[src/rtl/imem_bank_ctrl_pkg.sv]
// -----------------------------------------------------------------------------
// imem_ctrl_pkg
//   Shared definitions for the PE instruction-memory bank controller:
//   default geometry, index/length typedefs for that geometry and the
//   wrapped bank-pointer increment used by both the top level and the bank
//   bookkeeping FIFO.
// -----------------------------------------------------------------------------
package imem_ctrl_pkg;

    // Default geometry (modules take these as parameter defaults).
    localparam int unsigned DEF_INST_WIDTH = 64;
    localparam int unsigned DEF_INST_WORD  = 32;
    localparam int unsigned DEF_NUM_BANK   = 3;
    localparam int unsigned DEF_ID         = 3;

    localparam int unsigned DEF_BANK_W = $clog2(DEF_NUM_BANK);
    localparam int unsigned DEF_WORD_W = $clog2(DEF_INST_WORD);
    localparam int unsigned DEF_LEN_W  = DEF_WORD_W + 1;

    // Index and length types for the default geometry.
    typedef logic [DEF_BANK_W-1:0] bank_idx_t;
    typedef logic [DEF_WORD_W-1:0] word_idx_t;
    typedef logic [DEF_LEN_W-1:0]  len_t;

    // Next bank pointer: ptr + 1, wrapping num_bank-1 back to 0.
    function automatic int unsigned bank_inc(input int unsigned ptr,
                                             input int unsigned num_bank);
        return (ptr >= num_bank - 1) ? 0 : ptr + 1;
    endfunction

endpackage : imem_ctrl_pkg

[src/rtl/imem_bank_ctrl_if.sv]
// -----------------------------------------------------------------------------
// imem_bank_ctrl_if
//   Bundles the Program Launcher stream, the bank SRAM write port and the PE
//   fetch-side signals of one imem_bank_ctrl.
//   Handshake: a PL word transfers on a rising clk edge where pl_valid_i,
//   pl_ready_o are both 1 and pl_id_i matches the controller ID; words with
//   another id are dropped regardless of pl_ready_o, and pl_ready_o never
//   depends on pl_id_i or on pl_valid_i.
//   modport master : PL + PE side (drives *_i, observes *_o)
//   modport slave  : controller side
// -----------------------------------------------------------------------------
interface imem_bank_ctrl_if #(
    parameter int unsigned INST_WIDTH = 64,
    parameter int unsigned INST_WORD  = 32,
    parameter int unsigned NUM_BANK   = 3
);
    // PL stream
    logic                          pl_valid_i;
    logic [1:0]                    pl_id_i;
    logic                          pl_last_i;
    logic [INST_WIDTH-1:0]         pl_data_i;
    logic                          pl_ready_o;
    // bank write port
    logic                          wr_en_o;
    logic [$clog2(NUM_BANK)-1:0]   wr_bank_o;
    logic [$clog2(INST_WORD)-1:0]  wr_addr_o;
    logic [INST_WIDTH-1:0]         wr_data_o;
    logic                          wr_switch_o;
    // PE fetch side
    logic                          pe_done_i;
    logic                          rd_valid_o;
    logic [$clog2(NUM_BANK)-1:0]   rd_bank_o;
    logic [$clog2(INST_WORD):0]    rd_len_o;
    logic                          rd_switch_o;
    logic                          ovf_o;

    modport master (
        output pl_valid_i, pl_id_i, pl_last_i, pl_data_i, pe_done_i,
        input  pl_ready_o, wr_en_o, wr_bank_o, wr_addr_o, wr_data_o,
               wr_switch_o, rd_valid_o, rd_bank_o, rd_len_o, rd_switch_o, ovf_o
    );

    modport slave (
        input  pl_valid_i, pl_id_i, pl_last_i, pl_data_i, pe_done_i,
        output pl_ready_o, wr_en_o, wr_bank_o, wr_addr_o, wr_data_o,
               wr_switch_o, rd_valid_o, rd_bank_o, rd_len_o, rd_switch_o, ovf_o
    );
endinterface : imem_bank_ctrl_if

[src/rtl/imem_bank_fifo.sv]
// -----------------------------------------------------------------------------
// imem_bank_fifo
//   Bank bookkeeping: write pointer, read pointer, count of complete programs
//   and the per-bank program length table.
//   Ports:
//     clk, rst_n      clock, asynchronous active-low reset
//     i_commit        closed program becomes visible this edge (wr_ptr++, count++)
//     i_len_we        record a program length into the bank being filled
//     i_len_wdata     length to record
//     i_pe_done       PE finished the program in rd bank
//     o_wr_bank       bank that the next accepted word goes to
//     o_pl_ready      a further word can be accepted
//     o_rd_valid      rd bank holds a complete program
//     o_rd_bank       bank the PE fetches from
//     o_rd_len        length of the program in rd bank
//     o_rd_switch     one-cycle pulse after rd bank release
// -----------------------------------------------------------------------------
module imem_bank_fifo
    import imem_ctrl_pkg::*;
#(
    parameter int unsigned INST_WORD = DEF_INST_WORD,
    parameter int unsigned NUM_BANK  = DEF_NUM_BANK
) (
    input  logic                          clk,
    input  logic                          rst_n,
    input  logic                          i_commit,
    input  logic                          i_len_we,
    input  logic [$clog2(INST_WORD):0]    i_len_wdata,
    input  logic                          i_pe_done,
    output logic [$clog2(NUM_BANK)-1:0]   o_wr_bank,
    output logic                          o_pl_ready,
    output logic                          o_rd_valid,
    output logic [$clog2(NUM_BANK)-1:0]   o_rd_bank,
    output logic [$clog2(INST_WORD):0]    o_rd_len,
    output logic                          o_rd_switch
);
    localparam int unsigned BANK_W = $clog2(NUM_BANK);
    localparam int unsigned LEN_W  = $clog2(INST_WORD) + 1;
    localparam int unsigned CNT_W  = $clog2(NUM_BANK + 1);

    logic [BANK_W-1:0] r_wr_ptr;
    logic [BANK_W-1:0] r_rd_ptr;
    logic [CNT_W-1:0]  r_count;
    logic              r_rd_switch;
    logic [LEN_W-1:0]  r_len [NUM_BANK];

    logic              w_release;
    logic [BANK_W-1:0] w_wr_ptr_next;
    logic [BANK_W-1:0] w_rd_ptr_next;

    assign w_wr_ptr_next = BANK_W'(bank_inc(32'(r_wr_ptr), NUM_BANK));
    assign w_rd_ptr_next = BANK_W'(bank_inc(32'(r_rd_ptr), NUM_BANK));
    assign w_release     = i_pe_done && (r_count != '0);

    // While a commit is pending, wr_ptr still names the closed bank; a word
    // accepted in that cycle already belongs to the following bank.
    assign o_wr_bank   = i_commit ? w_wr_ptr_next : r_wr_ptr;

    // Pending commit counts as occupied so back-to-back closes cannot
    // overrun the read bank.
    assign o_pl_ready  = (32'(r_count) + 32'(i_commit)) < NUM_BANK;
    assign o_rd_valid  = (r_count != '0);
    assign o_rd_bank   = r_rd_ptr;
    assign o_rd_len    = r_len[r_rd_ptr];
    assign o_rd_switch = r_rd_switch;

    always_ff @(posedge clk or negedge rst_n) begin
        if (!rst_n) begin
            r_wr_ptr    <= '0;
            r_rd_ptr    <= '0;
            r_count     <= '0;
            r_rd_switch <= 1'b0;
            for (int i = 0; i < int'(NUM_BANK); i++) begin
                r_len[i] <= '0;
            end
        end else begin
            r_rd_switch <= w_release;
            if (i_commit) begin
                r_wr_ptr <= w_wr_ptr_next;
            end
            if (w_release) begin
                r_rd_ptr        <= w_rd_ptr_next;
                r_len[r_rd_ptr] <= '0;
            end
            case ({i_commit, w_release})
                2'b10:   r_count <= r_count + 1'b1;
                2'b01:   r_count <= r_count - 1'b1;
                default: r_count <= r_count;
            endcase
            // The filled bank never equals the released one: a release needs
            // count > 0 and an accept needs count + pending < NUM_BANK.
            if (i_len_we) begin
                r_len[o_wr_bank] <= i_len_wdata;
            end
        end
    end

endmodule : imem_bank_fifo

[src/rtl/imem_bank_ctrl.sv]
// -----------------------------------------------------------------------------
// imem_bank_ctrl
//   Instruction-memory bank sequencer for one PE. Accepts the PL word stream,
//   writes each word to the next free bank through a one-stage registered
//   write port, closes a program on pl_last_i or when a bank fills, and hands
//   complete programs to the PE oldest first.
//   Ports:
//     clk, rst_n   clock, asynchronous active-low reset
//     bus          imem_bank_ctrl_if.slave (PL stream, write port, PE side)
// -----------------------------------------------------------------------------
module imem_bank_ctrl
    import imem_ctrl_pkg::*;
#(
    parameter int unsigned INST_WIDTH = DEF_INST_WIDTH,
    parameter int unsigned INST_WORD  = DEF_INST_WORD,
    parameter int unsigned NUM_BANK   = DEF_NUM_BANK,
    parameter int unsigned ID         = DEF_ID
) (
    input  logic             clk,
    input  logic             rst_n,
    imem_bank_ctrl_if.slave  bus
);
    localparam int unsigned BANK_W = $clog2(NUM_BANK);
    localparam int unsigned WORD_W = $clog2(INST_WORD);
    localparam int unsigned LEN_W  = WORD_W + 1;

    logic [WORD_W-1:0]     r_index;
    logic                  r_commit_pending;
    logic                  r_wr_en;
    logic [BANK_W-1:0]     r_wr_bank;
    logic [WORD_W-1:0]     r_wr_addr;
    logic [INST_WIDTH-1:0] r_wr_data;
    logic                  r_wr_switch;
    logic                  r_ovf;

    logic                  w_pl_ready;
    logic                  w_accept;
    logic                  w_at_end;
    logic                  w_close;
    logic [BANK_W-1:0]     w_wr_bank;
    logic [LEN_W-1:0]      w_len;

    assign w_accept = bus.pl_valid_i && (bus.pl_id_i == 2'(ID)) && w_pl_ready;
    assign w_at_end = (r_index == WORD_W'(INST_WORD - 1));
    assign w_close  = w_accept && (bus.pl_last_i || w_at_end);
    assign w_len    = LEN_W'(r_index) + LEN_W'(1);

    imem_bank_fifo #(
        .INST_WORD (INST_WORD),
        .NUM_BANK  (NUM_BANK)
    ) u_fifo (
        .clk         (clk),
        .rst_n       (rst_n),
        .i_commit    (r_commit_pending),
        .i_len_we    (w_close),
        .i_len_wdata (w_len),
        .i_pe_done   (bus.pe_done_i),
        .o_wr_bank   (w_wr_bank),
        .o_pl_ready  (w_pl_ready),
        .o_rd_valid  (bus.rd_valid_o),
        .o_rd_bank   (bus.rd_bank_o),
        .o_rd_len    (bus.rd_len_o),
        .o_rd_switch (bus.rd_switch_o)
    );

    always_ff @(posedge clk or negedge rst_n) begin
        if (!rst_n) begin
            r_index          <= '0;
            r_commit_pending <= 1'b0;
            r_wr_en          <= 1'b0;
            r_wr_bank        <= '0;
            r_wr_addr        <= '0;
            r_wr_data        <= '0;
            r_wr_switch      <= 1'b0;
            r_ovf            <= 1'b0;
        end else begin
            r_wr_en          <= w_accept;
            r_commit_pending <= w_close;
            r_wr_switch      <= r_commit_pending;
            if (w_accept) begin
                r_wr_bank <= w_wr_bank;
                r_wr_addr <= r_index;
                r_wr_data <= bus.pl_data_i;
            end
            if (w_close) begin
                r_index <= '0;
            end else if (w_accept) begin
                r_index <= r_index + 1'b1;
            end
            // A full bank without pl_last_i truncates the program; sticky.
            if (w_accept && w_at_end && !bus.pl_last_i) begin
                r_ovf <= 1'b1;
            end
        end
    end

    assign bus.pl_ready_o  = w_pl_ready;
    assign bus.wr_en_o     = r_wr_en;
    assign bus.wr_bank_o   = r_wr_bank;
    assign bus.wr_addr_o   = r_wr_addr;
    assign bus.wr_data_o   = r_wr_data;
    assign bus.wr_switch_o = r_wr_switch;
    assign bus.ovf_o       = r_ovf;

endmodule : imem_bank_ctrl

[src/flat_wrapper.sv]
// flat-port wrapper written by rule: the top's interface ports become plain ports
module imem_bank_ctrl_flat import imem_ctrl_pkg::*;
#(
    parameter int unsigned INST_WIDTH = DEF_INST_WIDTH,
    parameter int unsigned INST_WORD  = DEF_INST_WORD,
    parameter int unsigned NUM_BANK   = DEF_NUM_BANK,
    parameter int unsigned ID         = DEF_ID
)
  (clk, rst_n, bus_pl_valid_i, bus_pl_id_i, bus_pl_last_i, bus_pl_data_i, bus_pe_done_i, bus_pl_ready_o, bus_wr_en_o, bus_wr_bank_o, bus_wr_addr_o, bus_wr_data_o, bus_wr_switch_o, bus_rd_valid_o, bus_rd_bank_o, bus_rd_len_o, bus_rd_switch_o, bus_ovf_o);
  imem_bank_ctrl_if #(.INST_WIDTH(INST_WIDTH), .INST_WORD(INST_WORD), .NUM_BANK(NUM_BANK)) bus_i ();
  input  logic clk;
  input  logic rst_n;
  input wire logic [$bits(bus_i.pl_valid_i)-1:0] bus_pl_valid_i;
  input wire logic [$bits(bus_i.pl_id_i)-1:0] bus_pl_id_i;
  input wire logic [$bits(bus_i.pl_last_i)-1:0] bus_pl_last_i;
  input wire logic [$bits(bus_i.pl_data_i)-1:0] bus_pl_data_i;
  input wire logic [$bits(bus_i.pe_done_i)-1:0] bus_pe_done_i;
  output wire logic [$bits(bus_i.pl_ready_o)-1:0] bus_pl_ready_o;
  output wire logic [$bits(bus_i.wr_en_o)-1:0] bus_wr_en_o;
  output wire logic [$bits(bus_i.wr_bank_o)-1:0] bus_wr_bank_o;
  output wire logic [$bits(bus_i.wr_addr_o)-1:0] bus_wr_addr_o;
  output wire logic [$bits(bus_i.wr_data_o)-1:0] bus_wr_data_o;
  output wire logic [$bits(bus_i.wr_switch_o)-1:0] bus_wr_switch_o;
  output wire logic [$bits(bus_i.rd_valid_o)-1:0] bus_rd_valid_o;
  output wire logic [$bits(bus_i.rd_bank_o)-1:0] bus_rd_bank_o;
  output wire logic [$bits(bus_i.rd_len_o)-1:0] bus_rd_len_o;
  output wire logic [$bits(bus_i.rd_switch_o)-1:0] bus_rd_switch_o;
  output wire logic [$bits(bus_i.ovf_o)-1:0] bus_ovf_o;
  assign bus_i.pl_valid_i = bus_pl_valid_i;
  assign bus_i.pl_id_i = bus_pl_id_i;
  assign bus_i.pl_last_i = bus_pl_last_i;
  assign bus_i.pl_data_i = bus_pl_data_i;
  assign bus_i.pe_done_i = bus_pe_done_i;
  assign bus_pl_ready_o = bus_i.pl_ready_o;
  assign bus_wr_en_o = bus_i.wr_en_o;
  assign bus_wr_bank_o = bus_i.wr_bank_o;
  assign bus_wr_addr_o = bus_i.wr_addr_o;
  assign bus_wr_data_o = bus_i.wr_data_o;
  assign bus_wr_switch_o = bus_i.wr_switch_o;
  assign bus_rd_valid_o = bus_i.rd_valid_o;
  assign bus_rd_bank_o = bus_i.rd_bank_o;
  assign bus_rd_len_o = bus_i.rd_len_o;
  assign bus_rd_switch_o = bus_i.rd_switch_o;
  assign bus_ovf_o = bus_i.ovf_o;
  imem_bank_ctrl #(.INST_WIDTH(INST_WIDTH), .INST_WORD(INST_WORD), .NUM_BANK(NUM_BANK), .ID(ID)) u_core (.clk(clk), .rst_n(rst_n), .bus(bus_i));
endmodule
[config.mk]
export PLATFORM = sky130hd
export DESIGN_NAME = imem_bank_ctrl_flat
export DESIGN_NICKNAME = d
export VERILOG_FILES = /design/src/rtl/imem_bank_ctrl_pkg.sv /design/src/rtl/imem_bank_ctrl_if.sv /design/src/rtl/imem_bank_fifo.sv /design/src/rtl/imem_bank_ctrl.sv /design/src/flat_wrapper.sv
export SDC_FILE = /design/constraint.sdc
export NUM_CORES = 1
export LEC_CHECK = 0
export BUFFER_PORTS_ARGS = -buffer_cell sky130_fd_sc_hd__buf_2
export CAP_MARGIN = 40
export CORE_MARGIN = 2
export CORE_UTILIZATION = 47
export DETAILED_ROUTE_END_ITERATION = 12
export HOLD_SLACK_MARGIN = 0.08
export PLACE_DENSITY = 0.87
export SETUP_SLACK_MARGIN = 0.15
export SYNTH_ARGS = -nofsm -noshare
export SYNTH_HDL_FRONTEND = slang
export SYNTH_SLANG_ARGS = --single-unit
[constraint.sdc]
create_clock -name clk -period 3.5 [get_ports clk]
set_input_delay 0.7 -clock clk [delete_from_list [all_inputs] [get_ports clk]]
set_output_delay 0.7 -clock clk [all_outputs]
set_load 0.02 [all_outputs]
==> Flow_metrics.wiki, run 1 <==
{| class="wikitable"
! Metric !! Value
|-
| Outcome || complete, no violations
|-
| Min-Delay Path Class || primary input to asynchronous set/reset pin
|-
| Sort of element at the end of the critical path || flop
|-
| Reported max-cap violation count || 0
|-
| Share of the clock period used by the worst path || 0.719
|-
| Horiz. Die Dim || approximately 100 µm
|-
| Reg2Reg Capture Point || u_core.u_fifo.r_len[11]
|-
| Setup violations, final || 0
|-
| Starting density of the core || 0.487
|-
| Leak Pwr || a little over 3 nW
|-
| Post-DRT Antenna Nets || 0
|-
| Largest net degree at the start of global routing || 76
|-
| Element type at the critical path start || flop
|-
| Distinct cell type count after synthesis || 28
|-
| Flops & latches, synth || between 100 and 150
|-
| Std-Cell Core Area || approximately 0.009 mm²
|-
| Critical R2R Launch || u_core.r_commit_pending
|-
| Root cell of the clock tree || sky130_fd_sc_hd__clkbuf_8
|-
| Top-level I/O count || about 160
|-
| Worst R2R Path Depth || 6
|-
| Setup repair after global routing missed its margin || no
|-
| Sequential cell area fraction in the yosys report || 0.615
|-
| Ys Warns || 0
|-
| Post-route worst setup slack || 0.983 ns
|-
| Netlist Area Pre-Place || between 0.004 and 0.005 mm²
|-
| Hold slack || 0.378 ns
|-
| Die area || 0.00987 mm²
|-
| Initial antenna violation count || 0
|-
| Critical path capture point || u_core.u_fifo.r_len[11]
|-
| Cell area power density || 840 mW/mm²
|-
| Launch point of the critical path || u_core.r_commit_pending
|-
| Number of buffers created by CTS || 9
|-
| Total number of clock tree sinks || 105
|-
| GRT Util Overall || 0.205
|-
| Global route total overflow || 0
|-
| Setup_tns || 0 ns
|-
| Global-route wire length before repair || 16400 µm
|-
| Worst slack after detailed placement || around 1.0 ns
|-
| Number of buffers added to fix hold violations after cts || 0
|-
| CP Data Required Time || 3.72 ns
|-
| Combinational share of power || 0.377
|-
| FMAX || just under 0.4 GHz
|-
| Average wire per cell in the routed design || around 14 µm
|-
| Hold violation total from the final report || 0
|-
| Port-buffer cells || between 150 and 200
|-
| Cell area reported after detailed placement || 0.00514 mm²
|-
| Number of vias in the routed layout || ~3500
|-
| Floorplan row count || 34
|-
| Flop pwr share || 0.441
|-
| Category of the critical setup timing path || flop to flop
|-
| Clock transition at the registers of the reported paths || approximately 0.09 ns
|-
| Slew at the pin with the worst max-slew slack || roughly 0.75 ns
|-
| H-tree levels || 3
|-
| Number of instances in the synthesized netlist || 456
|-
| Iter 0 DRT Violations || about 120
|-
| Via/cell ratio || approximately 5
|-
| P_sw || between 1.5 and 2 mW
|-
| Count of antenna diodes in the layout || 0
|-
| Clk Latency, worst-skew pair || between 0.3 and 0.4 ns
|-
| Part of the power in the clock network || 0.182
|-
| Area grow syn2layout || 25.5%
|-
| Buffer levels on the longest clock path || 2
|-
| Max-slew headroom || 0.502
|-
| Number of global-route vias before repair || ~3600
|-
| Switching Share || 0.406
|-
| Die Y-Extent || approximately 100 µm
|-
| R2r setup slk || ~0.98 ns
|-
| Worst-path fanout max || 8
|-
| Peak ir drop on the vdd network || 392 µV
|-
| Clock period minus final worst setup slack || approximately 2.5 ns
|-
| Number of nets at the end of the flow || a little under 700
|-
| TritonCTS clock tree || done
|-
| Post-Layout Inst Area || 0.00536 mm²
|-
| Share of layout cells above drive strength 1 || 0.294
|-
| Post-synthesis net count || ~530
|-
| Pre-antenna DRT Iters || 4
|-
| Post-CTS Repair Setup Buffers || 0
|-
| Crit path DAT || around 2.7 ns
|-
| Gpl congestion || roughly 0.84
|-
| Design internal power || 2.67 mW
|-
| CTS resizes || 0
|-
| Fillers || between 700 and 800
|-
| Final WL || 9750 µm
|-
| Post-synthesis average cell area || 9.37 µm²
|-
| Max-slew violations || 0
|-
| Number of design rule violations left after detail routing || 0
|-
| HPWL Detailed || 7040 µm
|-
| Clock Skews || between 0.01 and 0.015 ns
|}
-- sequential cells by signal, summed over array words and instances, names as in the netlist --
register / cells
u_core.bus.wr_data_o: 64
u_core.u_fifo.r_len: 18
u_core.bus.wr_addr_o: 5
u_core.r_index: 5
u_core.bus.wr_bank_o: 2
u_core.u_fifo.o_rd_bank: 2
u_core.u_fifo.r_count: 2
u_core.u_fifo.r_wr_ptr: 2
u_core.bus.ovf_o: 1
u_core.bus.wr_en_o: 1
u_core.bus.wr_switch_o: 1
u_core.r_commit_pending: 1
u_core.u_fifo.o_rd_switch: 1
-- layout make-up --
cell class	instances	area, µm²	area share
clock inverter	4	76.3	0.0142
timing repair buffer	160	816	0.152
sequential	105	2630	0.490
inverter	8	30.0	0.00560
tap	108	135	0.0252
multi-input combinational	323	1530	0.286
clock buffer	12	145	0.0271
-- worst max-delay path, cell delays in order, from the launching register on --
cell and delay [ns]:
sky130_fd_sc_hd__dfrtp_1 0.47, sky130_fd_sc_hd__ha_1 0.22, sky130_fd_sc_hd__ha_1 0.27, sky130_fd_sc_hd__a21o_1 0.20
sky130_fd_sc_hd__or2_2 0.34, sky130_fd_sc_hd__or4_1 0.70, sky130_fd_sc_hd__mux2i_1 0.18
-- layer usage --
| layer | track usage | share of wire | vias to the layer above |
|---|---|---|---|
| met5 | 0 | 0 | - |
| met2 | 0.344 | 0.50 | 95 |
| li1 | - | - | 1725 |
| met1 | 0.267 | 0.43 | 1685 |
| met3 | 0.0492 | 0.058 | 11 |
| met4 | 0.0632 | 0.010 | 0 |
-- power by group through the flow --
stage | sequential, mW | combinational, mW | clock (mW)
global placement | 1.98 | 1.67 | 0
finish | 1.99 | 1.70 | 0.822
detailed placement | 2.00 | 1.72 | 0
global route | 2.05 | 1.86 | 0.892
CTS | 1.99 | 1.72 | 0.841
floorplan | 2.44 | 0.604 | 0
-- synthesized netlist by cell type, drive strengths merged --
cell	number	area [µm²]
buf	6	28.8
or3	2	12.5
nand2	245	920
mux2	1	11.3
or4	1	7.51
and3	2	12.5
xor2	2	17.5
clkinv	1	3.75
nor2	4	15.0
a31oi	1	6.26
ha	5	62.6
a31o	1	8.76
o21ai	15	75.1
nor2b	1	6.26
a21o	2	15.0
inv	7	26.3
xnor2	4	35.0
dfrtp	105	2630
mux2i	22	220
nand3	6	30.0
a2111oi	1	27.5
nor3	2	10.0
nand3b	2	15.0
or2	2	12.5
clkbuf	14	52.6
nand2b	2	12.5
-- placed cells by master, fill, tap and decap left out, types with 4 or more instances in the layout --
cell type                  Yosys  layout
sky130_fd_sc_hd__dfrtp_1     105     105
sky130_fd_sc_hd__xnor2_1       4       4
sky130_fd_sc_hd__ha_1          5       5
sky130_fd_sc_hd__mux2i_1      22      22
sky130_fd_sc_hd__buf_4         0       6
sky130_fd_sc_hd__o21ai_0      15      15
sky130_fd_sc_hd__buf_2         5     154
sky130_fd_sc_hd__clkbuf_8      0      10
sky130_fd_sc_hd__nor2_1        4       4
sky130_fd_sc_hd__inv_1         7       7
sky130_fd_sc_hd__nand2_1     245     245
sky130_fd_sc_hd__nand3_1       6       6
-- metrics by stage --
stage,power [mW],instances,util
5_1_grt,4.81,720,0.612
3_5_place_dp,3.72,704,0.587
3_3_place_gp,3.65,704,0.587
4_1_cts,4.55,720,0.612
6_report,4.50,720,0.612
2_1_floorplan,3.04,456,-
-- cell families (layout without fill, tap and decap cells) --
group	count (synthesis)	count (layout)	share of synthesized area
buffers and inverters	28	184	0.0261
muxes	23	23	0.0542
adders and majority gates	5	5	0.0146
xor gates and xnor gates	6	6	0.0123
DFF	105	105	0.615
AOI/OAI and AO/OA	20	20	0.0310
and+or+nand+nor	269	269	0.247
-- how the worst min path moves through the flow --
stage	start	end	slack, ns
6_report	rst_n	u_core.u_fifo.o_rd_bank[1]	0.38
3_5_place_dp	u_core.bus.wr_data_o[63]	u_core.bus.wr_data_o[63]	0.46
5_1_grt	rst_n	u_core.u_fifo.r_len[2]	0.41
2_1_floorplan	rst_n	u_core.bus.ovf_o	0.40
4_1_cts	rst_n	u_core.bus.wr_en_o	0.39
3_3_place_gp	u_core.bus.wr_data_o[29]	u_core.bus.wr_data_o[29]	0.45
No activity file was read; power rests on OpenSTA's default activity.
==> run 2: changes to the inputs <==
- ABC_AREA: not set -> 1
- CORE_UTILIZATION: 47 -> 45
- clock period: 3.5 -> 2.3 ns (I/O delays scaled with it)
==> run 2 against run 1 <==
  * Sequential cell count stayed put
  * Worst setup slack lost 0.74 ns
  * Wire length is 4.5% higher
  * Register-to-register slack worse by 0.52 ns
  * First-iteration DRC count rose to 2.6 times the previous value
  * Clock skew rose by 0.0025 ns
  * Hold slack lost 0.30 ns
  * Non-clock buffer count up 3
  * Critical path type is now flop to output pin
  * Via count up 8.6%
  * Clock power increased by 53%
  * Combinational power up 84%
==> Flow_metrics.wiki, run 2 <==
{| class="wikitable"
! Metric !! Value
|-
| Power consumption || roughly 7.4 mW
|-
| Pre-antenna DRT Iters || 4
|-
| Cell area power density || 1330 mW/mm²
|-
| Design internal power || 4.30 mW
|-
| Category of the critical setup timing path || flop to output pin
|-
| Initial antenna violation count || 0
|-
| Final WL || between 10000 and 15000 µm
|-
| Post-synthesis average cell area || between 8 and 9 µm²
|-
| Number of global-route vias before repair || 3775
|-
| Switching Share || 0.421
|-
| Largest stage delay on the critical path || 0.41 ns
|-
| H-tree levels || 3
|-
| Sort of element at the end of the critical path || output pin
|-
| Slowest cell on the critical path || sky130_fd_sc_hd__dfrtp_2
|-
| Number of buffers added to fix hold violations after cts || 0
|-
| Port-buffer cells || ~160
|-
| Crit path DAT || about 1.6 ns
|-
| Most frequent cells in the layout || sky130_fd_sc_hd__nand2_1, sky130_fd_sc_hd__buf_2, sky130_fd_sc_hd__dfrtp_1, sky130_fd_sc_hd__inv_1, sky130_fd_sc_hd__nor2_1
|-
| Most frequent cell on the critical path || sky130_fd_sc_hd__ha_1
|-
| Cell Chain, Critical Path || ha_1 -> ha_1 -> a21oi_2 -> buf_4
|-
| Outcome || complete, no violations
|-
| Top-level I/O count || between 150 and 200
|-
| Cell area reported after detailed placement || between 0.005 and 0.006 mm²
|-
| Number of enable-type register cells in the synthesized netlist || 0
|-
| Netlist Area Pre-Place || ~0.0045 mm²
|-
| Area grow syn2layout || 25.5%
|-
| P_sw || ~3.1 mW
|-
| Horiz. Die Dim || between 100 and 150 µm
|-
| Distinct cell type count after synthesis || 26
|-
| Most frequent standard cell in the layout excluding fill and tap cells || sky130_fd_sc_hd__nand2_1
|-
| Hold violation total from the final report || 0
|-
| Worst-path fanout max || 2
|-
| FMAX || between 0.4 and 0.5 GHz
|-
| Floorplan row count || 36
|-
| Sum of buffers and inverters on the critical path || 1
|-
| Combinational share of power || 0.420
|-
| Number of instances in the synthesized netlist || around 510
|-
| Share of the clock period used by the worst path || 0.894
|-
| Biggest area consumer among synthesized cells || sky130_fd_sc_hd__dfrtp_1
|-
| TritonCTS clock tree || done
|-
| Flops & latches, synth || around 110
|-
| Clock period minus final worst setup slack || 2.06 ns
|-
| Commonest register cell after synthesis || sky130_fd_sc_hd__dfrtp_1
|-
| CP Data Required Time || 1.84 ns
|-
| Sequential cell area fraction in the yosys report || 0.590
|-
| Iter 0 DRT Violations || just over 300
|-
| Synth top area share || 0.590
|-
| Starting density of the core || 0.460
|-
| Leak Pwr || 3.19 nW
|-
| Element type at the critical path start || flop
|-
| Largest net degree at the start of global routing || 63
|-
| Max reg flops || 64
|-
| Min-Delay Path Class || primary input to asynchronous set/reset pin
|-
| Clock transition at the registers of the reported paths || 0.10 ns
|-
| Reported max-cap violation count || 0
|-
| Max-slew violations || 0
|-
| Number of vias in the routed layout || 3817
|-
| Number of buffers created by CTS || 9
|-
| Part of the power in the clock network || 0.169
|-
| GRT Util Overall || 0.195
|-
| Number of design rule violations left after detail routing || 0
|-
| HPWL Detailed || ~7400 µm
|-
| Share of layout cells above drive strength 1 || 0.292
|-
| Slew at the pin with the worst max-slew slack || 0.577 ns
|-
| Average wire per cell in the routed design || 12.6 µm
|-
| Gpl congestion || 0.847
|-
| Dominant cells by area after synthesis || sky130_fd_sc_hd__dfrtp_1, sky130_fd_sc_hd__nand2_1, sky130_fd_sc_hd__inv_1, sky130_fd_sc_hd__nor2_1, sky130_fd_sc_hd__buf_6
|-
| Peak ir drop on the vdd network || ~600 µV
|-
| Buffer levels on the longest clock path || 2
|-
| Largest delay contributor family on the critical path || adder cells
|-
| Post-DRT Antenna Nets || 0
|-
| Root cell of the clock tree || sky130_fd_sc_hd__clkbuf_8
|-
| Global-route wire length before repair || roughly 17000 µm
|-
| Number of nets at the end of the flow || approximately 750
|-
| Setup repair after global routing missed its margin || no
|-
| Std-Cell Core Area || just under 0.01 mm²
|-
| Clock Skews || 0.0128 ns
|-
| Setup_tns || 0 ns
|-
| Total number of clock tree sinks || between 100 and 150
|-
| Max-slew headroom || 0.615
|-
| Post-synthesis net count || 588
|-
| Clk Latency, worst-skew pair || between 0.3 and 0.4 ns
|-
| Levels on crit path || 4
|-
| Top cells by instance count after synthesis || sky130_fd_sc_hd__nand2_1, sky130_fd_sc_hd__dfrtp_1, sky130_fd_sc_hd__inv_1, sky130_fd_sc_hd__nor2_1, sky130_fd_sc_hd__o21ai_0
|-
| Die area || 0.0107 mm²
|-
| Async set or reset register ratio after synthesis || 1.00
|-
| Die Y-Extent || 104 µm
|-
| Post-Layout Inst Area || between 0.005 and 0.006 mm²
|-
| Ys Warns || 0
|-
| Count of antenna diodes in the layout || 0
|-
| Most frequent cell after synthesis || sky130_fd_sc_hd__nand2_1
|-
| Worst R2R Path Depth || 8
|-
| Flop pwr share || 0.410
|-
| Setup violations, final || 0
|-
| Via/cell ratio || between 4 and 5
|-
| Global route total overflow || 0
|}
==> run 2: cell count changes after synthesis, sizes merged, moves of 3 or more <==
cell,delta
o21bai,+3
buf,+10
nand2,+21
xnor2,-3
nand3,+9
nor2,+29
clkbuf,-14
o221ai,+6
mux2i,-22
inv,+30
==> run 2: path summary, 6_finish.rpt <==
check | from | end | slack (ns)
hold / removal | rst_n | u_core.r_index[0] | 0.07
setup reg to reg | u_core.r_commit_pending | u_core.bus.ovf_o | 0.46
hold reg to reg | u_core.bus.wr_data_o[56] | u_core.bus.wr_data_o[56] | 0.47
min in group clk | bus_pl_data_i[2] | u_core.bus.wr_data_o[2] | 0.28
max in group asynchronous | rst_n | u_core.r_commit_pending | 1.47
setup / recovery | u_core.r_commit_pending | bus_pl_ready_o | 0.24
==> run 2: metal layers <==
layer | GRT usage | wire, µm
met5 | 0 | 0
met2 | 0.340 | 5110
met4 | 0.0637 | 120
met3 | 0.0459 | 569
met1 | 0.241 | 4390
==> run 2: layout make-up <==
class                      count  area [µm²]
timing repair buffer         163         878
clock inverter                 4        76.3
fill                         857        4090
inverter                      37         139
clock buffer                  12         145
sequential                   105        2630
tap                          133         166
multi-input combinational    354        1560
==> run 2: cell families (layout without fill, tap and decap cells) <==
group	after synthesis	count (layout)	synth area share
flip-flops	105	105	0.590
AO/OA/AOI/OAI	30	30	0.0421
AND/OR/NAND/NOR	316	316	0.287
adder cells (fa/ha/maj)	5	5	0.0140
buffers and inverters	53	216	0.0609
XOR/XNOR	3	3	0.00590
==> run 2: power by group through the flow <==
stage	Sequential (mW)	Combinational (mW)	Clock (mW)
after global routing	3.14	3.43	1.37
final	3.04	3.12	1.26
after floorplan	3.81	1.25	0
after CTS	3.04	3.15	1.28
after detailed placement	3.09	3.11	0
after global placement	3.05	3.01	0
==> run 2: repair_timing <==
item	CTS	global route
endpoints found under the setup margin	1	1
buffers inserted	1	1
gates cloned	0	0
gates resized for setup	2	0
==> run 2: through the flow <==
| step | cells | hold WS (ns) | worst slack (ns) | util |
|---|---|---|---|---|
| 4_1_cts | 807 | 0.0908 | 0.168 | 0.577 |
| 2_1_floorplan | 512 | 0.164 | 0.455 | - |
| 5_1_grt | 808 | 0.100 | 0.183 | 0.577 |
| 3_5_place_dp | 790 | 0.453 | 0.364 | 0.553 |
| 6_report | 808 | 0.0748 | 0.243 | 0.577 |
| 3_3_place_gp | 790 | 0.448 | 0.470 | 0.553 |
==> run 3: changes to the inputs <==
==> constraint.sdc (replaced) <==
create_clock -name clk -period 2.3 [get_ports clk]
set_input_delay 0.46 -clock clk [delete_from_list [all_inputs] [get_ports clk]]
set_output_delay 0.46 -clock clk [all_outputs]
set_load 0.1 [all_outputs]
==> run 3 against run 2 <==
  * Global-route usage grew 1.0 points
  * Wire length grew 4.2%
  * Register-to-register slack lost 0.05 ns
  * Cell count shrank 0.12%
  * Largest cell class unchanged
==> Flow_metrics.wiki, run 3 (synthesis gave the netlist of run 2 again) <==
{| class="wikitable"
! Metric !! Value
|-
| Number of global-route vias before repair || between 3000 and 4000
|-
| Port-buffer cells || 155
|-
| Worst slack after detailed placement || 0.374 ns
|-
| Iter 0 DRT Violations || roughly 260
|-
| Total number of clock tree sinks || 105
|-
| Max-slew headroom || 0.669
|-
| Starting density of the core || 0.460
|-
| Setup repair after global routing missed its margin || yes
|-
| Number of nets at the end of the flow || 746
|-
| Area grow syn2layout || 28.5%
|-
| Global route total overflow || 0
|-
| Category of the critical setup timing path || flop to output pin
|-
| Setup violations, final || 0
|-
| Slew at the pin with the worst max-slew slack || about 0.50 ns
|-
| Placed Cells || 791
|-
| Number of design rule violations left after detail routing || 0
|-
| Horiz. Die Dim || 104 µm
|-
| Number of vias in the routed layout || 3830
|-
| Largest net degree at the start of global routing || 51
|-
| Setup_tns || 0 ns
|-
| Clock period minus final worst setup slack || between 2 and 2.5 ns
|-
| Share of the clock period used by the worst path || 0.916
|-
| Hold violation total from the final report || 0
|-
| Crit path DAT || 1.65 ns
|-
| Clock Skews || approximately 0.011 ns
|-
| Global-route wire length before repair || approximately 18000 µm
|-
| Count of antenna diodes in the layout || 0
|-
| Die area || around 0.011 mm²
|-
| HPWL Detailed || between 7000 and 8000 µm
|-
| Non-Filler Instances || between 800 and 900
|-
| Number of buffers created by CTS || 9
|-
| Top-level I/O count || around 160
|-
| Worst-path fanout max || 5
|-
| Max reg flops || 64
|-
| Die Y-Extent || 104 µm
|-
| Gpl congestion || between 0.8 and 0.9
|-
| Share of layout cells above drive strength 1 || 0.309
|-
| Final WL || about 11000 µm
|-
| Outcome || complete, no violations
|-
| GRT Util Overall || 0.206
|-
| Cell Chain, Critical Path || ha_2 -> ha_4 -> a21oi_4 -> buf_12
|-
| Clock transition at the registers of the reported paths || roughly 0.10 ns
|-
| Reported max-cap violation count || 0
|-
| Element type at the critical path start || flop
|-
| Floorplan row count || 36
|-
| Post-DRT Antenna Nets || 0
|-
| Post-route worst setup slack || between 0.15 and 0.2 ns
|-
| Root cell of the clock tree || sky130_fd_sc_hd__clkbuf_8
|-
| TritonCTS clock tree || done
|-
| Post-Layout Inst Area || about 0.0057 mm²
|-
| Initial antenna violation count || 0
|-
| Average wire per cell in the routed design || 13.2 µm
|-
| Buffer levels on the longest clock path || 2
|-
| Min-Delay Path Class || primary input to flop
|-
| Most frequent standard cell in the layout excluding fill and tap cells || sky130_fd_sc_hd__nand2_1
|-
| Sort of element at the end of the critical path || output pin
|-
| FMAX || between 0.4 and 0.5 GHz
|-
| Max-slew violations || 0
|-
| H-tree levels || 3
|-
| Slowest cell on the critical path || sky130_fd_sc_hd__dfrtp_2
|-
| Largest delay contributor family on the critical path || flip-flops
|-
| Sum of buffers and inverters on the critical path || 1
|-
| CP Data Required Time || around 1.8 ns
|-
| Pre-antenna DRT Iters || 5
|-
| Clk Latency, worst-skew pair || ~0.36 ns
|-
| Largest stage delay on the critical path || ~0.46 ns
|-
| Most frequent cells in the layout || sky130_fd_sc_hd__nand2_1, sky130_fd_sc_hd__buf_2, sky130_fd_sc_hd__dfrtp_1, sky130_fd_sc_hd__inv_1, sky130_fd_sc_hd__nor2_1
|-
| Via/cell ratio || between 4 and 5
|-
| Std-Cell Core Area || ~0.0097 mm²
|-
| Cell area reported after detailed placement || 0.00547 mm²
|}
-- run 3: cell types whose count changed in the layout (fill, tap and decap cells not counted), moves of 2 or more --
cell,before,now
sky130_fd_sc_hd__buf_2,153,147
sky130_fd_sc_hd__o221ai_1,6,0
sky130_fd_sc_hd__o221ai_4,0,6
sky130_fd_sc_hd__buf_6,0,5
sky130_fd_sc_hd__dfrtp_1,104,101
sky130_fd_sc_hd__dfrtp_2,1,4
sky130_fd_sc_hd__bufinv_16,2,0
sky130_fd_sc_hd__ha_1,5,3
sky130_fd_sc_hd__nand2_1,261,259
sky130_fd_sc_hd__nand2_4,0,2
-- run 3: area by class of cell --
cell class	count	area, µm²
Clock buffer	13	159
Clock inverter	2	15.0
Fill cell	826	3960
Inverter	37	139
Multi-Input combinational cell	354	1710
Sequential cell	105	2630
Tap cell	133	166
Timing Repair Buffer	163	910
-- run 3: repair_timing --
| action | in CTS | in global routing |
|---|---|---|
| gates resized for setup | 14 | 8 |
| endpoints found under the hold margin | 17 | 0 |
| hold buffers | 1 | 0 |
| setup endpoints to repair | 7 | 6 |
| buffers inserted | 0 | 0 |
-- run 3: worst min-delay path: stages --
cell	delay, ns
sky130_fd_sc_hd__buf_2	0.07
sky130_fd_sc_hd__nand2_1	0.04
sky130_fd_sc_hd__nand2_1	0.05
-- run 3: layer usage --
metal | share of wire | global-route usage | vias to the layer above
li1 | - | - | 1875
met1 | 0.42 | 0.264 | 1788
met2 | 0.51 | 0.347 | 155
met3 | 0.059 | 0.0334 | 12
met4 | 0.013 | 0.0859 | 0
met5 | 0 | 0 | -
-- run 3: worst paths after layout --
kind	startpoint	to	slack [ns]	depth (start not counted)
min in group asynchronous	rst_n	u_core.u_fifo.r_len[8]	0.52	2
min reg2reg	u_core.r_commit_pending	u_core.bus.wr_switch_o	0.47	0
max reg2reg	u_core.u_fifo.r_count[0]	u_core.r_index[0]	0.41	8
min	bus_pl_data_i[28]	u_core.bus.wr_data_o[28]	0.29	3
max in group asynchronous	rst_n	u_core.u_fifo.r_count[0]	1.01	3
max	u_core.u_fifo.r_count[0]	bus_pl_ready_o	0.19	4
-- run 3: per-stage QoR --
stage	util	hold slack (ns)
after detailed placement	0.565	0.359
after global routing	0.591	0.281
after floorplan	-	0.164
after global placement	0.565	0.350
final	0.591	0.294
after CTS	0.588	0.272
Power of run 3 is not shown: default switching activity piles up to over one toggle a cycle in this logic, so the estimate is an artifact.
